==> src/rtl/mem_stage_rv.sv <==
// Memory-access stage: issues RISC-V loads/stores over a req/ack data-memory port,
// formats load data and stalls the pipeline while an access is outstanding.
module mem_stage_rv #(
    parameter int unsigned ADDR_W   = 32,
    parameter int unsigned MAX_WAIT = 15
) (
    input  logic              clock,
    input  logic              reset,
    input  logic              memRead,
    input  logic              memWrite,
    input  logic [2:0]        funct3,
    input  logic [31:0]       ALUresult,
    input  logic [31:0]       writeData,
    input  logic              registerWrite,
    input  logic              memoryToRegister,
    input  logic [4:0]        writeRegister,
    output logic              dmemReq,
    output logic              dmemWe,
    output logic [ADDR_W-1:0] dmemAddr,
    output logic [31:0]       dmemWdata,
    output logic [3:0]        dmemWstrb,
    input  logic [31:0]       dmemRdata,
    input  logic              dmemAck,
    output logic              stall,
    output logic              accessFault,
    output logic              registerWriteOut,
    output logic              memoryToRegisterOut,
    output logic [31:0]       ALUresultOut,
    output logic [31:0]       readDataOut,
    output logic [4:0]        writeRegisterOut
);

    localparam int unsigned WW = (MAX_WAIT > 1) ? $clog2(MAX_WAIT) : 1;
    localparam logic [WW-1:0] WAIT_LAST = WW'(MAX_WAIT - 1);

    typedef enum logic [1:0] {IDLE, BUSY, DONE} state_t;

    state_t            state_q;
    logic              dmemReq_q, dmemWe_q, fault_q;
    logic [ADDR_W-1:0] addr_q;
    logic [31:0]       wdata_q, hold_q;
    logic [3:0]        wstrb_q;
    logic [2:0]        f3_q;
    logic [1:0]        lo_q;
    logic [WW-1:0]     wait_q;

    logic        access, isWrite, badF3, misalign, fault;
    logic [31:0] wdata_d, rfmt_d, wordAddr;
    logic [3:0]  wstrb_d;
    logic [7:0]  byteSel;
    logic [15:0] halfSel;

    // Request decode, store lane steering and fault detection from the current inputs
    always_comb begin
        access   = memRead | memWrite;
        isWrite  = memWrite & ~memRead;
        badF3    = (funct3 == 3'd3) || (funct3[2:1] == 2'b11);
        misalign = ((funct3[1:0] == 2'b01) && ALUresult[0]) ||
                   ((funct3 == 3'd2) && (ALUresult[1:0] != 2'b00));
        fault    = access & (badF3 | misalign);
        wordAddr = {ALUresult[31:2], 2'b00};
        wdata_d  = writeData;
        wstrb_d  = 4'b1111;
        case (funct3[1:0])
            2'b00: begin
                wdata_d = {4{writeData[7:0]}};
                wstrb_d = 4'b0001 << ALUresult[1:0];
            end
            2'b01: begin
                wdata_d = {2{writeData[15:0]}};
                wstrb_d = ALUresult[1] ? 4'b1100 : 4'b0011;
            end
            default: wstrb_d = 4'b1111;
        endcase
        if (!isWrite) wstrb_d = '0;
    end

    // Load formatting uses the latched size and byte offset, not the live inputs
    always_comb begin
        byteSel = dmemRdata[{lo_q, 3'b000} +: 8];
        halfSel = lo_q[1] ? dmemRdata[31:16] : dmemRdata[15:0];
        case (f3_q)
            3'd0:    rfmt_d = {{24{byteSel[7]}}, byteSel};
            3'd1:    rfmt_d = {{16{halfSel[15]}}, halfSel};
            3'd4:    rfmt_d = {24'd0, byteSel};
            3'd5:    rfmt_d = {16'd0, halfSel};
            default: rfmt_d = dmemRdata;
        endcase
    end

    always_ff @(posedge clock) begin
        if (reset) begin
            state_q   <= IDLE;
            dmemReq_q <= 1'b0;
            dmemWe_q  <= 1'b0;
            addr_q    <= '0;
            wdata_q   <= '0;
            wstrb_q   <= '0;
            f3_q      <= '0;
            lo_q      <= '0;
            wait_q    <= '0;
            hold_q    <= '0;
            fault_q   <= 1'b0;
        end else begin
            case (state_q)
                IDLE: begin
                    if (access && !fault) begin
                        addr_q    <= ADDR_W'(wordAddr);
                        dmemWe_q  <= isWrite;
                        wdata_q   <= wdata_d;
                        wstrb_q   <= wstrb_d;
                        f3_q      <= funct3;
                        lo_q      <= ALUresult[1:0];
                        wait_q    <= '0;
                        hold_q    <= '0;
                        fault_q   <= 1'b0;
                        dmemReq_q <= 1'b1;
                        state_q   <= BUSY;
                    end
                end
                BUSY: begin
                    if (dmemAck) begin
                        hold_q    <= dmemWe_q ? '0 : rfmt_d;
                        dmemReq_q <= 1'b0;
                        state_q   <= DONE;
                    end else if (wait_q == WAIT_LAST) begin
                        fault_q   <= 1'b1;
                        hold_q    <= '0;
                        dmemReq_q <= 1'b0;
                        state_q   <= DONE;
                    end else begin
                        wait_q <= wait_q + WW'(1);
                    end
                end
                DONE:    state_q <= IDLE;
                default: state_q <= IDLE;
            endcase
        end
    end

    assign dmemReq   = dmemReq_q;
    assign dmemWe    = dmemWe_q;
    assign dmemAddr  = addr_q;
    assign dmemWdata = wdata_q;
    assign dmemWstrb = wstrb_q;

    // The instruction holds in EX/MEM from IDLE through DONE, so faults and data are reported in DONE
    always_comb begin
        stall       = ((state_q == IDLE) && access && !fault) || (state_q == BUSY);
        accessFault = ((state_q == IDLE) && fault) || ((state_q == DONE) && fault_q);
        readDataOut = (state_q == DONE) ? hold_q : '0;
        registerWriteOut    = registerWrite & ~accessFault;
        memoryToRegisterOut = memoryToRegister;
        ALUresultOut        = ALUresult;
        writeRegisterOut    = writeRegister;
    end

endmodule

==> config.mk <==
export PLATFORM = sky130hd
export DESIGN_NAME = mem_stage_rv
export DESIGN_NICKNAME = d
export VERILOG_FILES = /design/src/rtl/mem_stage_rv.sv
export SDC_FILE = /design/constraint.sdc
export NUM_CORES = 1
export LEC_CHECK = 0
export ABC_AREA = 1
export CAP_MARGIN = 10
export CORE_MARGIN = 3
export CORE_UTILIZATION = 32
export DETAILED_ROUTE_END_ITERATION = 6
export GPL_TIMING_DRIVEN = 0
export PLACE_DENSITY = 0.68
export SETUP_SLACK_MARGIN = 0.05
export SLEW_MARGIN = 20
export SYNTH_ARGS = -nofsm -noshare
export SYNTH_HDL_FRONTEND = slang
export SYNTH_SLANG_ARGS = --single-unit
==> constraint.sdc <==
create_clock -name clock -period 1.3 [get_ports clock]
set_clock_uncertainty 0.05 [all_clocks]
set_input_delay 0.26 -clock clock [delete_from_list [all_inputs] [get_ports clock]]
set_output_delay 0.26 -clock clock [all_outputs]
set_load 0.1 [all_outputs]
==> metrics.md, run 1 <==
| Metric | Value |
|---|---|
| Largest net degree at the start of global routing | 19 |
| Register area | 0.00237 mm² |
| Critical path capture point type | flip-flop |
| Clock transition at path regs | 80 ps |
| DRT iter0 DRCs | 583 |
| Crit path from | funct3[0] |
| Critical Path RT | 1530 ps |
| Avg Inst Size Synth | 6.98 µm² |
| Most common cell on crit path | buf_12 |
| Unrepaired setup endpoints after global routing | yes |
| Number of routed nets with antenna violations | 0 |
| CTS tree | done |
| Hold buffers post-CTS | 0 |
| I/O Buffers | 244 |
| Max clock buf depth | 2 |
| Crit-path leading delay family | buffers and inverters |
| CP arrival | 2040 ps |
| Count of TritonRoute iterations in the first routing pass | 6 |
| Die area | 0.0185 mm² |
| Clock Sink Count | 112 |
| Met3 Use GR | 0.0970 |
| Initial antenna violation count | 2 |
| Most frequent cells in the layout | buf_12 (144), nand2_1 (84), a21oi_2 (75) |
| Gr busiest metal | met2 |
| DRC Markers | 0 |
| First-pass GRT wire length | 34.8 mm |
| Minimum clock period | 1810 ps |
| End of the worst hold path | lo_q[1] |
| R2R Setup Slk | -510 ps |
| Total power | 12.2 mW |
| Via count | 6,984 |
| Post-route worst setup slack | -510 ps |
| Pwr dens | between 900 and 1000 mW/mm² |
| Core ar. | 0.0162 mm² |
| WS Path Type | primary input to flip-flop |
| Nets@finish | 1,195 |
| Max Fclk | 0.552 GHz |
| Worst-path cell chain | clkdlybuf4s15_2, inv_2, nand2_2, o21ai_4, buf_4, nand3_4, buf_12, buf_12, inv_12, buf_6, clkbuf_16, nand2_4, a21oi_2 |
| Routed vias/inst | 5.36 |
| P&R area growth vs syn | 127% |
| Area of the multi-input gates | 0.00371 mm² |
| Max_slew headroom | 0.445 |
| Placed cells | 1,235 |
| Crit path max fanout | 7 |
| Buf/Inv on CP | 8 |
| Drt total wl | 28.4 mm |
| Netlist cell types | 30 |
| Vias in the first global route | 6,507 |
| Failing checks | negative setup slack |
| DPL Wire Length | 15.8 mm |
| Worst Tran Pin Value | between 800 and 900 ps |
| M1 GR Usage | 0.271 |
| M2 GR Usage | 0.426 |
| Global Route Usage Sum | 0.242 |
| Layout fillers | 913 |
| Clk Latency, worst-skew pair | roughly 380 ps |
| Worst R2R Path Depth | 11 |
| Leak pwr | 4.70 nW |
| Max-cap viol count | 0 |
| Most common cell after layout, fill and taps aside | buf_12 |
| Final setup viols | between 100 and 150 |
| Die H | 136 µm |
| Worst R2R Start | state_q[0] |
| Share of cells above drive strength 1 | 0.597 |
| Maximum vdd ir drop | 0.969 mV |
| Max H-tree Level | 3 |
| Grt ovf | 0 |
| Initial Util | 0.334 |
| Yosys warnings | 0 |
| Non-Filler Instances | 1,303 |
| End of the worst register-to-register path | dmemAddr[25] |
| Num ports | 254 |
| Clock buffer count from CTS | 9 |
| Synthesized instance count | 774 |
| Fin. Hold Viols | 0 |
| Final Max Tran Viols | 0 |
| Final Cycle Share | 1.39 |
| Slowest CP cell | clkdlybuf4s15_2 |
| Run status | finished with violations |
| Synth Register Bits | ~110 |
| Die width | between 100 and 150 µm |
| Inserted Diodes | 0 |
| CP peak stage delay | 290 ps |
| HP Class | primary input to flip-flop |
| GP Congestion | 0.865 |
| WL/cell | 21.8 µm |
| Row cnt | 46 |
| CTS root buffer | clkbuf_16 |
| Hold Crit Start | ALUresult[1] |
| Part of the Yosys area used for sequential elements | 0.415 |
| Post-Synthesis Cell Area | ~0.0054 mm² |
| Worst setup SP type | primary input |
| Worst hold stages | 3 |
flip-flops by register name, indices dropped and copies added (netlist names), 2 cells and up:
register   count
dmemWdata     32
hold_q        32
dmemWstrb      4
lo_q           2
f3_q           3
dmemAddr      30
wait_q         4
state_q        2
synth_stat cells:
cell | n | area (µm²)
buf_1 | 4 | 15.0
nand3_2 | 1 | 10.0
inv_2 | 4 | 15.0
a21oi_1 | 111 | 556
o21ai_1 | 14 | 70.1
nand2_1 | 174 | 653
conb_1 | 1 | 3.75
and3_1 | 2 | 12.5
a31oi_1 | 7 | 43.8
or2_2 | 17 | 106
nand2_2 | 2 | 12.5
nand3_1 | 50 | 250
o21ai_2 | 1 | 8.76
o21ai_0 | 49 | 245
o211ai_4 | 1 | 21.3
ha_1 | 2 | 25.0
nor2_2 | 2 | 12.5
buf_6 | 1 | 11.3
nor3_1 | 5 | 25.0
dfxtp_1 | 112 | 2240
buf_4 | 48 | 360
clkbuf_2 | 1 | 5.00
nor2_1 | 47 | 176
inv_1 | 67 | 251
clkbuf_1 | 24 | 90.1
o211ai_1 | 14 | 105
nand4_2 | 1 | 12.5
o21a_1 | 1 | 7.51
buf_2 | 10 | 50.1
clkinv_1 | 1 | 3.75
what timing repair did:
action / in CTS / in global routing
gates resized for setup: 1466 / 331
cloned: 7 / 10
setup buffers: 22 / 18
pin swaps: 29 / 90
endpoints found under the setup margin: 252 / 170
endpoints found under the hold margin: 0 / 0
routing by layer:
layer | vias up | share of wire | wire (µm)
li1 | 3102 | - | -
met1 | 3324 | 0.35 | 9930
met2 | 427 | 0.51 | 14400
met3 | 127 | 0.099 | 2810
met4 | 4 | 0.045 | 1290
met5 | - | 0.00063 | 18
metrics by stage:
step | setup WS [ps] | hold slack, ps | cell area [µm²] | setup TNS, ps | utilization
2_1_floorplan | -439 | 354 | 5700 | -25300 | -
3_3_place_gp | -1840 | 401 | 8410 | -214920 | 0.520
3_5_place_dp | -1840 | 405 | 8410 | -215950 | 0.520
4_1_cts | -453 | 235 | 10900 | -46250 | 0.674
5_1_grt | -523 | 216 | 12300 | -59480 | 0.759
6_report | -510 | 202 | 12300 | -51240 | 0.759
final cells by class:
cell class | instances | area share
Tap cell | 216 | 0.0220
Timing Repair Buffer | 297 | 0.364
Timing Repair inverter | 1 | 0.00133
Inverter | 72 | 0.0241
Buffer | 86 | 0.0682
Clock buffer | 11 | 0.0198
Clock inverter | 5 | 0.00530
Multi-Input combinational cell | 503 | 0.302
Sequential cell | 112 | 0.193
power by group:
part / internal, mW / switching, mW
Sequential: 3.64 / 0.224
Clock: 1.57 / 1.43
Combinational: 2.11 / 3.26
Total: 7.32 / 4.91
worst min-delay path, stage by stage:
cell and delay (ps):
clkbuf_2 150, o21ai_2 80, a21oi_2 100
worst max-delay path by stage:
stage / to / cells past startpoint
3_5_place_dp: stall / 7
2_1_floorplan: registerWriteOut / 5
4_1_cts: registerWriteOut / 7
5_1_grt: dmemWdata[15] / 11
3_3_place_gp: stall / 7
6_report: dmemAddr[25] / 13
cell families after synthesis:
| group | after synthesis | synth area share |
|---|---|---|
| flip-flops | 112 | 0.415 |
| AND/OR/NAND/NOR | 301 | 0.235 |
| other | 1 | 0.000694 |
| adder cells (fa/ha/maj) | 2 | 0.00463 |
| AO/OA/AOI/OAI | 198 | 0.196 |
| buffers and inverters | 160 | 0.148 |
No activity file was read; power rests on OpenSTA's default activity.
==> run 2: changes to the inputs <==
ABC_CLOCK_PERIOD_IN_PS = 1300   (was unset)
SKIP_CTS_REPAIR_TIMING = 1   (was unset)
TNS_END_PERCENT = 1   (was unset)
==> metrics.md, run 2 (synthesis gave the netlist of run 1 again) <==
| Metric | Value |
|---|---|
| Routed vias/inst | 4.84 |
| Share of cells above drive strength 1 | 0.307 |
| DRT iter0 DRCs | 400 |
| CTS tree | done |
| Failing checks | negative setup slack |
| Vias in the first global route | roughly 5,800 |
| CTS root buffer | clkbuf_16 |
| Num ports | 254 |
| Max H-tree Level | 3 |
| Clk Latency, worst-skew pair | 360 ps |
| Run status | finished with violations |
| Die H | 136 µm |
| Grt ovf | 0 |
| Die width | 136 µm |
| Area after DPL | 0.00839 mm² |
| Core ar. | 0.0162 mm² |
| Crit path max fanout | 9 |
| WS Path Type | flip-flop to output pin |
| Global Route Usage Sum | 0.210 |
| Crit path to | accessFault |
| First-pass GRT wire length | ~30 mm |
| End of the worst register-to-register path | hold_q[6] |
| Most common cell after layout, fill and taps aside | nand2_1 |
| Worst setup SP type | flip-flop |
| Most frequent cells in the layout | nand2_1 (167), a21oi_1 (109), dfxtp_1 (109) |
| R2R Setup Slk | -410 ps |
| Worst-path cell chain | inv_2, nor2_4, inv_8, o21ai_4, buf_8 |
| DRC Markers | 0 |
| Max-cap viol count | 0 |
| Unrepaired setup endpoints after global routing | yes |
| Final instance area | 0.0100 mm² |
| Clock Sink Count | 112 |
| Clock buffer count from CTS | 9 |
| Maximum vdd ir drop | roughly 0.89 mV |
| Fin. Hold Viols | 0 |
| Inserted Diodes | 0 |
| Max_slew headroom | 0.601 |
| P&R area growth vs syn | 85.1% |
| Nets@finish | 1,151 |
| HP Class | primary input to flip-flop |
| WL/cell | 17.1 µm |
| Die area | 0.0185 mm² |
| Non-Filler Instances | 1,258 |
| Minimum clock period | 1790 ps |
| Setup TNS | -47,540 ps |
| Post-route worst setup slack | -486 ps |
| Final setup viols | 173 |
| I/O Buffers | 244 |
| Buf/Inv on CP | 3 |
| WHS | between 100 and 150 ps |
| GP Congestion | 0.899 |
| Crit-path leading delay family | buffers and inverters |
| Placed cells | 1,235 |
| Final Max Tran Viols | 0 |
| CP Depth | 5 |
| Initial antenna violation count | 0 |
| Count of TritonRoute iterations in the first routing pass | 5 |
| Crit path from | state_q[1] |
| Drt total wl | 21.5 mm |
| Slowest CP cell | dfxtp_2 |
| Pwr dens | roughly 1100 mW/mm² |
| Row cnt | 46 |
| CP peak stage delay | 340 ps |
| Final Cycle Share | 1.37 |
| Critical Path RT | 990 ps |
| Worst Tran Pin Value | approximately 600 ps |
| Worst R2R Start | state_q[0] |
| DPL Wire Length | 15.7 mm |
| CP arrival | between 1000 and 1500 ps |
| Total power | 10.7 mW |
| Initial Util | 0.334 |
| Leak pwr | between 4 and 5 nW |
| Worst R2R Path Depth | 9 |
| Max Fclk | 0.560 GHz |
| Max clock buf depth | 2 |
| Clock transition at path regs | 80 ps |
| Via count | 6,085 |
| Critical path capture point type | output pin |
| Number of routed nets with antenna violations | 0 |
| Largest net degree at the start of global routing | 18 |
==> run 2: cell types whose count changed in the layout (fill, tap and decap cells not counted), moves of 38 or more <==
cell,previous run,this run
a21oi_1,33,109
a21oi_2,75,2
buf_12,144,106
dfxtp_1,38,109
dfxtp_2,61,2
nand2_1,84,167
nand2_2,54,6
==> run 2: worst min path at each step <==
stage	to	start	slack, ps	cells past startpoint
floorplan	dmemAddr[30]	ALUresult[30]	350	2
global placement	dmemAddr[11]	dmemAddr[11]	400	2
detailed placement	hold_q[4]	hold_q[4]	410	2
CTS	hold_q[4]	hold_q[4]	420	2
global route	dmemAddr[25]	ALUresult[25]	140	3
finish	dmemAddr[29]	ALUresult[29]	150	3
==> run 2: worst reg2reg max path: cells and delay by family (launching register included) <==
kind	cells	cell delay, ps
compound gates	4	520
simple gates	3	460
flops	1	370
buf+inv	2	220
==> run 2: metrics by stage <==
step,worst slack (ps),utilization
floorplan,-439,-
CTS,-1790,0.536
finish,-486,0.618
global placement,-1790,0.519
global route,-536,0.618
detailed placement,-1790,0.519
==> run 2: routing by layer <==
metal	share of wire	up-vias	track usage
met5	0	-	0
met4	0.013	0	0.0437
met3	0.11	22	0.0922
met2	0.50	242	0.353
met1	0.38	2827	0.251
li1	-	2994	-
==> run 2: final cells by class <==
class	count	area [µm²]
clock inverter	4	55.1
fill	1387	6180
sequential	112	2250
multi-input combinational	503	2740
inverter	72	284
tap	216	270
timing repair buffer	252	3530
buffer	88	641
clock buffer	11	233
==> run 2: where the power goes <==
group          internal [mW]  switching [mW]  leakage [nW]
combinational           1.40            2.68          2.98
clock                   1.50            1.30         0.136
sequential              3.62           0.164         0.914
